File: src/rtl/draw_arbiter_if.sv
// Request/pixel bus between the two draw requesters, the arbiter and the VGA
// adapter write port.
interface draw_arbiter_if;
  logic       CharReq;
  logic [1:0] CharOld;
  logic [1:0] CharNew;
  logic       ObstReq;
  logic [1:0] ObstLane;
  logic [6:0] ObstY;
  logic       ObstErase;
  logic [7:0] X;
  logic [6:0] Y;
  logic [2:0] Colour;
  logic       Plot;
  logic       CharAck;
  logic       ObstAck;
  logic       DoneDrawing;
  logic       Busy;

  modport master (
    output CharReq, CharOld, CharNew, ObstReq, ObstLane, ObstY, ObstErase,
    input  X, Y, Colour, Plot, CharAck, ObstAck, DoneDrawing, Busy
  );

  modport slave (
    input  CharReq, CharOld, CharNew, ObstReq, ObstLane, ObstY, ObstErase,
    output X, Y, Colour, Plot, CharAck, ObstAck, DoneDrawing, Busy
  );
endinterface

File: src/rtl/draw_arbiter.sv
// Round-robin arbiter and box-fill sequencer for the single VGA write port:
// character moves (erase old lane, draw new lane) and obstacle box fills.
module draw_arbiter #(
  parameter int unsigned SPRITE_W    = 8,
  parameter int unsigned SPRITE_H    = 8,
  parameter int unsigned LANE_X0     = 16,
  parameter int unsigned LANE_PITCH  = 32,
  parameter int unsigned CHAR_Y      = 100,
  parameter logic [2:0]  BG_COLOUR   = 3'b000,
  parameter logic [2:0]  CHAR_COLOUR = 3'b111,
  parameter logic [2:0]  OBST_COLOUR = 3'b100
) (
  input  logic          Clock,
  input  logic          Reset,
  draw_arbiter_if.slave bus
);

  typedef enum logic [2:0] {
    IDLE    = 3'd0,
    C_ERASE = 3'd1,
    C_DRAW  = 3'd2,
    O_FILL  = 3'd3,
    DONE    = 3'd4
  } state_e;

  localparam logic [3:0] PX_LAST = 4'(SPRITE_W - 1);
  localparam logic [3:0] PY_LAST = 4'(SPRITE_H - 1);
  localparam logic [7:0] X0_8    = 8'(LANE_X0);
  localparam logic [7:0] PITCH_8 = 8'(LANE_PITCH);
  localparam logic [6:0] CY_7    = 7'(CHAR_Y);

  state_e     state_q, state_d;
  logic [3:0] px_q, px_d, py_q, py_d;
  logic [1:0] old_q, old_d, new_q, new_d, olane_q, olane_d;
  logic [6:0] oy_q, oy_d;
  logic       oerase_q, oerase_d;
  logic       char_job_q, char_job_d;
  logic       last_obst_q, last_obst_d;
  logic [7:0] x_q, x_d;
  logic [6:0] y_q, y_d;
  logic [2:0] colour_q, colour_d;
  logic       plot_q, plot_d;
  logic       char_ack_q, char_ack_d;
  logic       obst_ack_q, obst_ack_d;
  logic       busy_q, busy_d;

  logic       last_px_s, last_pix_s, char_win_s;
  logic [1:0] lane_s;
  logic [6:0] ybase_s;

  // Next-state, pixel scan and request latching
  always_comb begin
    state_d     = state_q;
    px_d        = px_q;
    py_d        = py_q;
    old_d       = old_q;
    new_d       = new_q;
    olane_d     = olane_q;
    oy_d        = oy_q;
    oerase_d    = oerase_q;
    char_job_d  = char_job_q;
    last_obst_d = last_obst_q;
    last_px_s   = (px_q == PX_LAST);
    last_pix_s  = last_px_s && (py_q == PY_LAST);
    // Character wins a tie only when the obstacle was served last
    char_win_s  = bus.CharReq && (!bus.ObstReq || last_obst_q);
    case (state_q)
      IDLE: begin
        px_d = 4'd0;
        py_d = 4'd0;
        if (char_win_s) begin
          old_d      = bus.CharOld;
          new_d      = bus.CharNew;
          char_job_d = 1'b1;
          state_d    = (bus.CharOld == bus.CharNew) ? C_DRAW : C_ERASE;
        end else if (bus.ObstReq) begin
          olane_d    = bus.ObstLane;
          oy_d       = bus.ObstY;
          oerase_d   = bus.ObstErase;
          char_job_d = 1'b0;
          state_d    = O_FILL;
        end else begin
          state_d    = IDLE;
        end
      end
      C_ERASE, C_DRAW, O_FILL: begin
        if (last_pix_s) begin
          px_d    = 4'd0;
          py_d    = 4'd0;
          state_d = (state_q == C_ERASE) ? C_DRAW : DONE;
        end else if (last_px_s) begin
          px_d = 4'd0;
          py_d = py_q + 4'd1;
        end else begin
          px_d = px_q + 4'd1;
        end
      end
      DONE: begin
        state_d     = IDLE;
        last_obst_d = !char_job_q;
      end
      default: begin
        state_d = IDLE;
      end
    endcase
  end

  // Pixel address, colour and handshakes for the cycle being entered
  always_comb begin
    case (state_d)
      C_ERASE: begin
        lane_s   = old_d;
        ybase_s  = CY_7;
        colour_d = BG_COLOUR;
        plot_d   = 1'b1;
      end
      C_DRAW: begin
        lane_s   = new_d;
        ybase_s  = CY_7;
        colour_d = CHAR_COLOUR;
        plot_d   = 1'b1;
      end
      O_FILL: begin
        lane_s   = olane_d;
        ybase_s  = oy_d;
        colour_d = oerase_d ? BG_COLOUR : OBST_COLOUR;
        plot_d   = 1'b1;
      end
      default: begin
        lane_s   = 2'd0;
        ybase_s  = 7'd0;
        colour_d = 3'b000;
        plot_d   = 1'b0;
      end
    endcase
    // Coordinates wrap silently at the screen edge
    if (plot_d) begin
      x_d = X0_8 + PITCH_8 * {6'd0, lane_s} + {4'd0, px_d};
      y_d = ybase_s + {3'd0, py_d};
    end else begin
      x_d = 8'd0;
      y_d = 7'd0;
    end
    char_ack_d = (state_d == DONE) && char_job_d;
    obst_ack_d = (state_d == DONE) && !char_job_d;
    busy_d     = (state_d != IDLE);
  end

  // State and registered outputs; reset abandons any job without an Ack
  always_ff @(posedge Clock) begin
    if (!Reset) begin
      state_q     <= IDLE;
      px_q        <= 4'd0;
      py_q        <= 4'd0;
      old_q       <= 2'd0;
      new_q       <= 2'd0;
      olane_q     <= 2'd0;
      oy_q        <= 7'd0;
      oerase_q    <= 1'b0;
      char_job_q  <= 1'b0;
      last_obst_q <= 1'b1;
      x_q         <= 8'd0;
      y_q         <= 7'd0;
      colour_q    <= 3'b000;
      plot_q      <= 1'b0;
      char_ack_q  <= 1'b0;
      obst_ack_q  <= 1'b0;
      busy_q      <= 1'b0;
    end else begin
      state_q     <= state_d;
      px_q        <= px_d;
      py_q        <= py_d;
      old_q       <= old_d;
      new_q       <= new_d;
      olane_q     <= olane_d;
      oy_q        <= oy_d;
      oerase_q    <= oerase_d;
      char_job_q  <= char_job_d;
      last_obst_q <= last_obst_d;
      x_q         <= x_d;
      y_q         <= y_d;
      colour_q    <= colour_d;
      plot_q      <= plot_d;
      char_ack_q  <= char_ack_d;
      obst_ack_q  <= obst_ack_d;
      busy_q      <= busy_d;
    end
  end

  assign bus.X           = x_q;
  assign bus.Y           = y_q;
  assign bus.Colour      = colour_q;
  assign bus.Plot        = plot_q;
  assign bus.CharAck     = char_ack_q;
  assign bus.ObstAck     = obst_ack_q;
  assign bus.DoneDrawing = char_ack_q;
  assign bus.Busy        = busy_q;

endmodule

File: src/flat_wrapper.sv
// flat-port wrapper written by rule: the top's interface ports become plain ports
module draw_arbiter_flat 
#(
  parameter int unsigned SPRITE_W    = 8,
  parameter int unsigned SPRITE_H    = 8,
  parameter int unsigned LANE_X0     = 16,
  parameter int unsigned LANE_PITCH  = 32,
  parameter int unsigned CHAR_Y      = 100,
  parameter logic [2:0]  BG_COLOUR   = 3'b000,
  parameter logic [2:0]  CHAR_COLOUR = 3'b111,
  parameter logic [2:0]  OBST_COLOUR = 3'b100
)
  (Clock, Reset, bus_CharReq, bus_CharOld, bus_CharNew, bus_ObstReq, bus_ObstLane, bus_ObstY, bus_ObstErase, bus_X, bus_Y, bus_Colour, bus_Plot, bus_CharAck, bus_ObstAck, bus_DoneDrawing, bus_Busy);
  draw_arbiter_if bus_i ();
  input  logic Clock;
  input  logic Reset;
  input wire logic [$bits(bus_i.CharReq)-1:0] bus_CharReq;
  input wire logic [$bits(bus_i.CharOld)-1:0] bus_CharOld;
  input wire logic [$bits(bus_i.CharNew)-1:0] bus_CharNew;
  input wire logic [$bits(bus_i.ObstReq)-1:0] bus_ObstReq;
  input wire logic [$bits(bus_i.ObstLane)-1:0] bus_ObstLane;
  input wire logic [$bits(bus_i.ObstY)-1:0] bus_ObstY;
  input wire logic [$bits(bus_i.ObstErase)-1:0] bus_ObstErase;
  output wire logic [$bits(bus_i.X)-1:0] bus_X;
  output wire logic [$bits(bus_i.Y)-1:0] bus_Y;
  output wire logic [$bits(bus_i.Colour)-1:0] bus_Colour;
  output wire logic [$bits(bus_i.Plot)-1:0] bus_Plot;
  output wire logic [$bits(bus_i.CharAck)-1:0] bus_CharAck;
  output wire logic [$bits(bus_i.ObstAck)-1:0] bus_ObstAck;
  output wire logic [$bits(bus_i.DoneDrawing)-1:0] bus_DoneDrawing;
  output wire logic [$bits(bus_i.Busy)-1:0] bus_Busy;
  assign bus_i.CharReq = bus_CharReq;
  assign bus_i.CharOld = bus_CharOld;
  assign bus_i.CharNew = bus_CharNew;
  assign bus_i.ObstReq = bus_ObstReq;
  assign bus_i.ObstLane = bus_ObstLane;
  assign bus_i.ObstY = bus_ObstY;
  assign bus_i.ObstErase = bus_ObstErase;
  assign bus_X = bus_i.X;
  assign bus_Y = bus_i.Y;
  assign bus_Colour = bus_i.Colour;
  assign bus_Plot = bus_i.Plot;
  assign bus_CharAck = bus_i.CharAck;
  assign bus_ObstAck = bus_i.ObstAck;
  assign bus_DoneDrawing = bus_i.DoneDrawing;
  assign bus_Busy = bus_i.Busy;
  draw_arbiter #(.SPRITE_W(SPRITE_W), .SPRITE_H(SPRITE_H), .LANE_X0(LANE_X0), .LANE_PITCH(LANE_PITCH), .CHAR_Y(CHAR_Y), .BG_COLOUR(BG_COLOUR), .CHAR_COLOUR(CHAR_COLOUR), .OBST_COLOUR(OBST_COLOUR)) u_core (.Clock(Clock), .Reset(Reset), .bus(bus_i));
endmodule
File: config.mk
export PLATFORM = sky130hd
export DESIGN_NAME = draw_arbiter_flat
export DESIGN_NICKNAME = d
export VERILOG_FILES = /design/src/rtl/draw_arbiter_if.sv /design/src/rtl/draw_arbiter.sv /design/src/flat_wrapper.sv
export SDC_FILE = /design/constraint.sdc
export NUM_CORES = 1
export LEC_CHECK = 0
export ABC_AREA = 1
export BUFFER_PORTS_ARGS = -buffer_cell sky130_fd_sc_hd__buf_2
export CORE_UTILIZATION = 55
export CTS_CLUSTER_SIZE = 25
export DETAILED_ROUTE_END_ITERATION = 10
export HOLD_SLACK_MARGIN = 0.02
export PLACE_DENSITY = 0.79
export SLEW_MARGIN = 20
export SYNTH_ARGS = -nofsm -noshare
export SYNTH_HDL_FRONTEND = slang
export SYNTH_SLANG_ARGS = --single-unit
File: constraint.sdc
create_clock -name Clock -period 3.65 [get_ports Clock]
set_input_delay 0.365 -clock Clock [delete_from_list [all_inputs] [get_ports Clock]]
set_output_delay 0.365 -clock Clock [all_outputs]
set_load 0.005 [all_outputs]
==> impl_metrics.json, run 1 <==
{
  "hold-path-endpoint": "u_core.oy_q[1]$_SDFF_PN0_",
  "cts_max_level": 2,
  "synth_top_cell_by_area": "dfxtp_1",
  "worstRegToRegCells": 18,
  "postLayoutSetupSlackWorst_ps": 815,
  "cts.sinks": 47,
  "leakage_nw": 1.26,
  "crit_fanout": 7,
  "relSlewSlack_pct": 38.9,
  "ys_warn_count": 0,
  "crit_slowest_cell": "dfxtp_1",
  "io_pins": 41,
  "cts_resized": 0,
  "worstReg2RegEnd": "u_core.bus.Y[6]$_SDFF_PN0_",
  "die_width_um": 65.0,
  "drcViolationCount": 0,
  "synth_seq_cells": 47,
  "port_buffers": 39,
  "worst_skew_pair.late_latency_ps": 300,
  "cap_violations": 0,
  "grt_pass1_wl_mm": 6.81,
  "cts_tree": "done",
  "worstReg2RegStart": "u_core.py_q[0]$_SDFF_PN0_",
  "num_antenna_cells": 0,
  "syn_nets": 309,
  "place_ws_ps": 831,
  "critical_path_class": "flip-flop to flip-flop",
  "fin_crit_ps": 2840,
  "critPathBufInv": 2,
  "tightest_slew_ps": 915,
  "area_delta_synth_final_pct": 13.5,
  "root_buffer": "clkbuf_8",
  "r2r_slack_ps": 810,
  "timing.final.crit_share_pct": 77.7,
  "clock.fmax_ghz": 0.353,
  "finClkSkew_ps": 3.92,
  "core_area_sq_mm": 0.00374,
  "die_y_um": 65.0,
  "synth.avg_cell_area_sq_um": 7.68,
  "layout_common_cells": "nand2_1 (51), nor2_1 (48), dfxtp_1 (47), buf_2 (39), inv_1 (35)",
  "hold_buffers": 0,
  "cts_buffers": 5,
  "status": "complete, no violations",
  "peakVddDrop_mv": 0.301,
  "hold_path_depth": 3,
  "grt_max_degree": 31,
  "drt-total-wl_mm": 3.99,
  "yosysUniqueCellTypes": 37,
  "ys_top_cells_by_area": "dfxtp_1 (43%), nand2_1 (8.8%), nor2_1 (8.3%)",
  "setup_violations": 0,
  "hold_violations": 0,
  "tns_ps": 0,
  "grt_remaining_overflow": 0,
  "vias": 1831,
  "path_delay_family": "simple AND/OR/NAND/NOR gates",
  "powerDensity_mw_per_mm2": 440,
  "ys_seq_area_share_pct": 43.1,
  "end_kind": "flip-flop",
  "required_ps": 3820,
  "layout-drive-gt1-share_pct": 22.0,
  "drt_iter0_markers": 101,
  "syn_area_sq_mm": 0.00218,
  "die-area_sq_mm": 0.00422,
  "wl_per_cell_um": 10.8,
  "worstPathArrival_ps": 3000,
  "drv_slew": 0,
  "first_pass_iters": 4,
  "cpMostUsedCell": "nand2_1",
  "cts.clk_slew.worst_paths_ps": 80,
  "ant_nets": 0,
  "grt_antenna_before_repair": 0,
  "gp_congestion": 0.777,
  "rows": 22,
  "rsz0062_at_grt": "no",
  "crit_path_cell_trace": "ha_1 > inv_1 > nor2_1 > nand2_2 > nand2_1 > nand2_1 > nand3_2 > nand2_2 > nor2_1 > ha_1 > inv_1 > fa_1 > o21bai_1 > a21oi_1 > nor2_2 > nand2_1 > nand2_1 > a21oi_2",
  "grtUsageTotal_pct": 21.2,
  "dp_hpwl_mm": 2.96,
  "vias_per_cell": 4.95,
  "synth_top_area_share_pct": 43.1,
  "clock_tree.buffer_depth": 2,
  "start_util_pct": 58.3,
  "syn_inst": 284,
  "grt_pass1_vias": 1685,
  "cpPeakStageDelay_ps": 400,
  "min_from": "bus_ObstY[1]",
  "cp-start-kind": "flip-flop",
  "cts_setup_buffers": 0,
  "final_common_cell": "nand2_1",
  "nets": 346,
  "hold_class": "input pin to flip-flop",
  "utilization_pct": 66.1
}
## through the flow
step	cell area (sq um)	total power [W]	std cells	hold slack, ps
4_1_cts	2470	0.00109	370	324
6_report	2470	0.00109	370	325
3_5_place_dp	2370	0.000762	362	436
2_1_floorplan	2180	0.000710	284	422
3_3_place_gp	2370	0.000759	362	436
5_1_grt	2470	0.00114	370	326
## layout make-up
cell class              count  area [sq um]
clock buffers               8           100
multi-input cells         191          1040
flip-flops and latches     47           941
well taps                  48          60.1
repair buffers             39           195
inverters                  37           139
fillers                   349          1270
## layer usage
layer  share of wire [%]  GRT usage (%)  wire, um  vias up
met5                   0              0         0        -
met4                 2.1           10.8        85        0
met3                 4.5           4.58       179       10
met2                  49           38.2      1940       36
met1                  45           23.0      1780      822
li1                    -              -         -      963
## synth_stat cells (all sizes together)
cell and count:
a21oi 17, clkinv 1, a31oi 1, buf 6
nand2 61, nand3 13, a22oi 2, nor3 4
ha 6, nor2 54, a32oi 1, nand4 2
o21ai 10, xor2 3, o21a 2, conb 1
o21bai 1, inv 36, fa 1, dfxtp 47
mux2i 5, xnor2 2, a22o 1, clkbuf 3
or2 4
## state kept, by name, indices dropped and copies added (netlist names)
register,cells
u_core.oy_q,7
u_core.char_job_q,1
u_core.bus.Y,7
u_core.bus.Colour,2
u_core.state_q,3
u_core.old_q,2
u_core.olane_q,2
u_core.bus.X,7
u_core.py_q,4
u_core.last_obst_q,1
u_core.bus.ObstAck,1
u_core.px_q,4
u_core.new_q,2
u_core.bus.Busy,1
u_core.bus.Plot,1
u_core.oerase_q,1
u_core.bus.CharAck,1
## how the worst max path moves through the flow
stage                                      end  slack, ps                       from  cells after the start
floorplan           u_core.bus.Y[6]$_SDFF_PN0_       1170  u_core.px_q[0]$_SDFF_PN0_                     18
global placement    u_core.bus.Y[6]$_SDFF_PN0_        930  u_core.py_q[0]$_SDFF_PN0_                     18
detailed placement  u_core.bus.Y[6]$_SDFF_PN0_        830  u_core.py_q[0]$_SDFF_PN0_                     18
CTS                 u_core.bus.Y[6]$_SDFF_PN0_        810  u_core.py_q[0]$_SDFF_PN0_                     18
global route        u_core.bus.Y[5]$_SDFF_PN0_        580  u_core.py_q[0]$_SDFF_PN0_                     19
finish              u_core.bus.Y[6]$_SDFF_PN0_        810  u_core.py_q[0]$_SDFF_PN0_                     18
## report_power, final
group / leakage, nW / internal, W / switching (W)
combinational: 0.823 / 0.0000701 / 0.000125
clock: 0.0515 / 0.000173 / 0.000166
sequential: 0.383 / 0.000544 / 0.0000108
## kinds of logic (layout without fill, tap and decap cells)
logic type / Yosys count / after routing / synth area share [%]
multiplexers: 5 / 5 / 2.29
XOR/XNOR: 5 / 5 / 2.01
AND/OR/NAND/NOR: 138 / 138 / 29.5
adder cells (fa/ha/maj): 7 / 7 / 4.36
buffers and inverters: 46 / 84 / 9.18
AO/OA/AOI/OAI: 35 / 35 / 9.35
flip-flops: 47 / 47 / 43.1
other: 1 / 1 / 0.172
## tightest hold or removal path: cells and delay by family
family	cells	cell delay (ps)
buffers and inverters	1	80
muxes	1	70
and+or+nand+nor	1	80
Note: power is estimated with default switching activity, not from simulation.
==> run 2: changes to the inputs <==
Settings changed: ABC_AREA 1 to 0, CORE_UTILIZATION 55 to 50, PLACE_DENSITY 0.79 to 0.76.
Clock period 3.65 ns to 2.4 ns, I/O delays scaled along.
==> run 2 against run 1 <==
- the run now ends with negative setup slack left
- fmax increased by 4.5%
- non-clock buffer count increased by 55
- synthesized cell count decreased by 14%
- clock power increased by 55%
- die area increased by 14%
- setup slack got worse by 1100 ps
- critical path type unchanged
- critical endpoint unchanged
==> impl_metrics.json, run 2 <==
{
  "status": "finished, violations left",
  "violations": "negative setup slack",
  "cpPeakStageDelay_ps": 410,
  "leakage_nw": 1.43,
  "synth.most_common_cell": "dfxtp_1",
  "rows": 24,
  "start_util_pct": 52.0,
  "hold_violations": 0,
  "tightest_slew_ps": 664,
  "layout-drive-gt1-share_pct": 42.3,
  "fin_area_sq_mm": 0.00312,
  "critical_path_class": "flip-flop to flip-flop",
  "grt_pass1_wl_mm": 8.85,
  "final_common_cell": "buf_4",
  "cts_max_level": 2,
  "ys.flop_type": "dfxtp_1",
  "grt_antenna_before_repair": 0,
  "clock_tree.buffer_depth": 2,
  "area_delta_synth_final_pct": 37.7,
  "fillers": 315,
  "synth_top_area_share_pct": 41.6,
  "die_width_um": 69.3,
  "layout_common_cells": "buf_4 (55), dfxtp_1 (45), buf_2 (39), nor2_1 (22), nand2_1 (19)",
  "synth_seq_cells": 47,
  "syn_inst": 244,
  "root_buffer": "clkbuf_8",
  "relSlewSlack_pct": 55.7,
  "cts_buffers": 5,
  "synth_xor_area_share_pct": 0.774,
  "powerDensity_mw_per_mm2": 599,
  "hold_class": "input pin to flip-flop",
  "crit_slowest_cell": "fa_2",
  "path_delay_family": "simple AND/OR/NAND/NOR gates",
  "met2_usage_pct": 39.2,
  "nets": 360,
  "synth-compound-area-share_pct": 19.3,
  "ys_top_cells_by_area": "dfxtp_1 (42%), nor2_1 (4.0%), ha_1 (3.3%)",
  "async_reset_ff_share_pct": 0,
  "postLayoutSetupSlackWorst_ps": -312,
  "cpMostUsedCell": "nor2b_4",
  "timing.final.crit_share_pct": 113,
  "crit_fanout": 4,
  "synth_edf_count": 0,
  "yosys.area_share.simple_pct": 24.2,
  "yosys-mux-area-fraction_pct": 5.42,
  "drt_iter0_markers": 144,
  "pwr-share-comb_pct": 26.0,
  "io_pins": 41,
  "busiest_layer": "met2",
  "crit_path_cell_trace": "ha_4 > and4b_2 > nand4b_1 > o2111a_1 > or3_4 > fa_2 > nor2b_4 > o21ai_2 > nor2b_4 > o211ai_1 > a31oi_1",
  "setup_violations": 5,
  "first_pass_iters": 4,
  "p_int_w": 0.00134,
  "vias_per_cell": 5.44,
  "worst_skew_pair.late_latency_ps": 310,
  "grtUsageTotal_pct": 23.4,
  "drcViolationCount": 0,
  "gp_congestion": 0.844,
  "grt_max_degree": 21,
  "num_antenna_cells": 0,
  "stdcell_count": 388,
  "cp-start-kind": "flip-flop",
  "utilization_pct": 71.6,
  "drv_slew": 0,
  "critPathLaunch": "u_core.px_q[1]$_SDFF_PN0_",
  "min_from": "bus_ObstY[6]",
  "cap_violations": 0,
  "end_kind": "flip-flop",
  "ys_seq_area_share_pct": 41.6,
  "finClkSkew_ps": 4.26,
  "synth_top_family_by_area": "simple AND/OR/NAND/NOR gates",
  "synthAdderAreaFrac_pct": 4.20,
  "ant_nets": 0,
  "worstPathArrival_ps": 2890,
  "cts.sinks": 47,
  "drt-total-wl_mm": 5.56,
  "p_sw_w": 0.000527,
  "p_clk_share_pct": 28.1,
  "dp_hpwl_mm": 3.89,
  "grt_use_met3_pct": 5.52,
  "required_ps": 2580,
  "critPathBufInv": 0,
  "core_area_sq_mm": 0.00435,
  "worstReg2RegStart": "u_core.px_q[1]$_SDFF_PN0_",
  "swShare_pct": 28.3,
  "placed_cell_area_sq_mm": 0.00293,
  "grt_remaining_overflow": 0,
  "met1_usage_pct": 28.7,
  "hold_buffers": 0,
  "die_y_um": 69.3,
  "synth_top_cell_by_area": "dfxtp_1",
  "syn_nets": 269,
  "fin_crit_ps": 2710,
  "grt_pass1_vias": 1945,
  "ys_warn_count": 0,
  "netlist_top_cells_count": "dfxtp_1 (47), nor2_1 (24), nand2_1 (19)",
  "vias": 2109,
  "rsz0062_at_grt": "yes",
  "peakVddDrop_mv": 0.361,
  "die-area_sq_mm": 0.00480,
  "syn_area_sq_mm": 0.00226,
  "clock.fmax_ghz": 0.369,
  "cts.clk_slew.worst_paths_ps": 80,
  "yosysUniqueCellTypes": 59,
  "wl_per_cell_um": 14.3,
  "power_w": 0.00187,
  "cts_tree": "done",
  "synth.avg_cell_area_sq_um": 9.28,
  "dp.cells": 377,
  "port_buffers": 39,
  "sequentialPowerShare_pct": 46.0
}
run 2: cell types whose count changed after synthesis, moves of 4 or more:
cell and delta:
a21oi_1 -5, and2_1 +9, inv_1 -25, nand2_1 -32, nand2_2 -7, nor2_1 -24
nor2b_1 +9, o21ai_0 +5, or2_2 -4
run 2: per-layer routing:
layer,wire length [um],vias to the layer above
met5,0,-
met4,46,0
met3,224,5
met2,2820,56
met1,2470,1000
li1,-,1048
run 2: power by group through the flow:
stage | Clock [W] | Combinational [W] | Sequential (W)
5_1_grt | 0.000561 | 0.000526 | 0.000862
6_report | 0.000524 | 0.000484 | 0.000858
4_1_cts | 0.000528 | 0.000464 | 0.000858
3_5_place_dp | 0 | 0.000454 | 0.000876
2_1_floorplan | 0 | 0.000252 | 0.000874
3_3_place_gp | 0 | 0.000446 | 0.000873
run 2: cells by family after synthesis:
| kind of cell | count (synthesis) |
|---|---|
| AND/OR/NAND/NOR | 98 |
| multiplexers | 11 |
| buffers and inverters | 20 |
| XOR/XNOR | 2 |
| other | 1 |
| flip-flops | 47 |
| adder cells (fa/ha/maj) | 7 |
| AO/OA/AOI/OAI | 58 |
run 2: layout make-up:
| type | instances | area (sq um) | area share [%] |
|---|---|---|---|
| clock buffer | 8 | 100 | 3.21 |
| inverter | 10 | 37.5 | 1.20 |
| multi-input combinational | 177 | 1360 | 43.7 |
| sequential | 47 | 943 | 30.3 |
| tap | 52 | 65.1 | 2.09 |
| timing repair buffer | 94 | 608 | 19.5 |
run 2: worst register-to-register path: cells and delay by family (launching register included):
kind | cells | cell delay [ps]
adders and majority gates | 2 | 540
AOI/OAI and AO/OA | 4 | 540
DFF | 1 | 360
and+or+nand+nor | 5 | 1150
run 2: path summary, 6_finish.rpt:
path / slack [ps] / depth (start not counted) / to
max: -310 / 11 / u_core.bus.Y[6]$_SDFF_PN0_
min: 190 / 3 / u_core.oy_q[6]$_SDFF_PN0_
max reg2reg: -310 / 11 / u_core.bus.Y[6]$_SDFF_PN0_
min reg2reg: 470 / 2 / u_core.olane_q[0]$_SDFF_PN0_
run 2: what timing repair did:
item | in CTS | in global routing
resized for setup | 9 | 12
endpoints found under the setup margin | 5 | 5
buffers inserted | 1 | 2
pin swaps | 3 | 3
run 2: stage by stage:
step	hold slack [ps]	worst slack (ps)	setup TNS (ps)
after CTS	190	-257	-693
final	190	-312	-971
after global routing	201	-454	-1600
after global placement	457	-282	-742
after floorplan	376	-232	-589
after detailed placement	466	-297	-888
==> run 3: changes to the inputs <==
Settings changed: PLACE_DENSITY 0.76 to 0.84.
==> run 3 against run 2 <==
- largest cell class unchanged
- first-iteration DRC count is 4.2% lower
- sequential share of layout area is 0.25 points lower
- power is 0.48% higher
- via count is 5.9% higher
- the flow still finishes with violations (negative setup slack)
- combinational power is 7.2% higher
- non-clock buffer count is 2 higher
==> impl_metrics.json, run 3 (synthesis gave the netlist of run 2 again) <==
{
  "maxUsedRoutingLayer": "met4",
  "clock_tree.buffer_depth": 2,
  "final_common_cell": "buf_4",
  "wl_met3_um": 315,
  "required_ps": 2580,
  "grt_pass1_wl_mm": 9.94,
  "die_width_um": 69.3,
  "drt_iter0_markers": 138,
  "postLayoutSetupSlackWorst_ps": -348,
  "area_delta_synth_final_pct": 39.0,
  "timing.final.crit_share_pct": 114,
  "start_util_pct": 52.0,
  "fin_crit_ps": 2750,
  "hold_violations": 0,
  "port_buffers": 39,
  "vias_per_cell": 5.73,
  "cts_tree": "done",
  "die_y_um": 69.3,
  "crit_fanout": 4,
  "violations": "negative setup slack",
  "relSlewSlack_pct": 56.7,
  "drt-total-wl_mm": 6.17,
  "cts_buffers": 5,
  "wirelength_met1_mm": 2.42,
  "gp_congestion": 0.835,
  "cpMostUsedCell": "nor2b_4",
  "layout-drive-gt1-share_pct": 43.5,
  "dp.cells": 379,
  "clock.fmax_ghz": 0.364,
  "die-area_sq_mm": 0.00480,
  "cts.clk_slew.worst_paths_ps": 100,
  "end_kind": "flip-flop",
  "wl_met2_mm": 3.15,
  "finClkSkew_ps": 11.5,
  "power_w": 0.00187,
  "nets": 362,
  "leakage_nw": 1.46,
  "path_delay_family": "simple AND/OR/NAND/NOR gates",
  "tightest_slew_ps": 649,
  "io_pins": 41,
  "dp_hpwl_mm": 4.39,
  "wl_per_cell_um": 15.8,
  "rows": 24,
  "stdcell_count": 390,
  "crit_path_cell_trace": "ha_4 > and4b_2 > nand4b_1 > o2111a_2 > or3_4 > fa_2 > nor2b_4 > o21ai_2 > nor2b_4 > o211ai_1 > a31oi_1",
  "peakVddDrop_mv": 0.381,
  "first_pass_iters": 5,
  "rsz0062_at_grt": "yes",
  "grt_max_degree": 21,
  "core_area_sq_mm": 0.00435,
  "hold_class": "input pin to flip-flop",
  "critPathBufInv": 0,
  "worst_skew_pair.late_latency_ps": 310,
  "hold_buffers": 0,
  "crit_slowest_cell": "fa_2",
  "num_antenna_cells": 0,
  "grt_pass1_vias": 2231,
  "ant_nets": 0,
  "cts_max_level": 2,
  "grtUsageTotal_pct": 26.1,
  "drv_slew": 0,
  "worstPathArrival_ps": 2930,
  "critical_path_class": "flip-flop to flip-flop",
  "cp-start-kind": "flip-flop",
  "grt_antenna_before_repair": 0,
  "cpPeakStageDelay_ps": 400,
  "vias": 2234,
  "setup_violations": 5,
  "status": "finished, violations left",
  "cap_violations": 0,
  "cts.sinks": 47,
  "grt_remaining_overflow": 0,
  "drcViolationCount": 0,
  "powerDensity_mw_per_mm2": 596,
  "root_buffer": "clkbuf_8",
  "layout_common_cells": "buf_4 (56), dfxtp_1 (44), buf_2 (39), nor2_1 (22), nand2_1 (18)"
}
==> run 3: area by class of cell <==
class / instances / area, sq um
multi-input combinational: 177 / 1370
fill: 285 / 1210
sequential: 47 / 945
timing repair buffer: 96 / 636
clock buffer: 5 / 68.8
tap: 52 / 65.1
inverter: 10 / 37.5
clock inverter: 3 / 22.5
==> run 3: worst register-to-register path, stage by stage, from the launching register on <==
cell and delay, ps:
dfxtp_2 360, ha_4 140, and4b_2 300, nand4b_1 210
o2111a_2 220, or3_4 360, fa_2 400, nor2b_4 140
o21ai_2 60, nor2b_4 130, o211ai_1 190, a31oi_1 120
==> run 3: worst paths after layout <==
path	startpoint	to	slack, ps	cells after the start
setup reg to reg	u_core.px_q[1]$_SDFF_PN0_	u_core.bus.Y[6]$_SDFF_PN0_	-350	11
setup / recovery	u_core.px_q[1]$_SDFF_PN0_	u_core.bus.Y[6]$_SDFF_PN0_	-350	11
hold reg to reg	u_core.char_job_q$_SDFF_PN0_	u_core.last_obst_q$_SDFFE_PN1N_	470	1
hold / removal	bus_ObstY[6]	u_core.oy_q[6]$_SDFF_PN0_	180	3
==> run 3: report_power, final <==
part           total (W)  switching, W  internal [W]
registers       0.000860     0.0000268      0.000833
logic           0.000519      0.000269      0.000250
clock network   0.000496      0.000285      0.000211
total            0.00187      0.000581       0.00129
==> run 3: routing by layer <==
metal / up-vias / track usage, %
met1: 1057 / 29.1
met4: 0 / 19.7
met3: 26 / 3.78
met5: - / 0
li1: 1056 / -
met2: 95 / 44.8
==> run 3: what timing repair did <==
item,in CTS,in global routing
setup endpoints to repair,5,6
buffers inserted,1,2
pin swaps,6,5
gates resized for setup,10,14
==> run 3: stage by stage <==
step | cell area, sq um | TNS [ps] | worst slack (ps) | utilization (%) | hold WS (ps)
CTS | 3090 | -798 | -259 | 70.9 | 173
global route | 3150 | -1540 | -416 | 72.3 | 188
floorplan | 2340 | -589 | -232 | - | 376
finish | 3150 | -1200 | -348 | 72.3 | 179
global placement | 2960 | -542 | -221 | 67.9 | 455
detailed placement | 2960 | -982 | -328 | 67.9 | 465
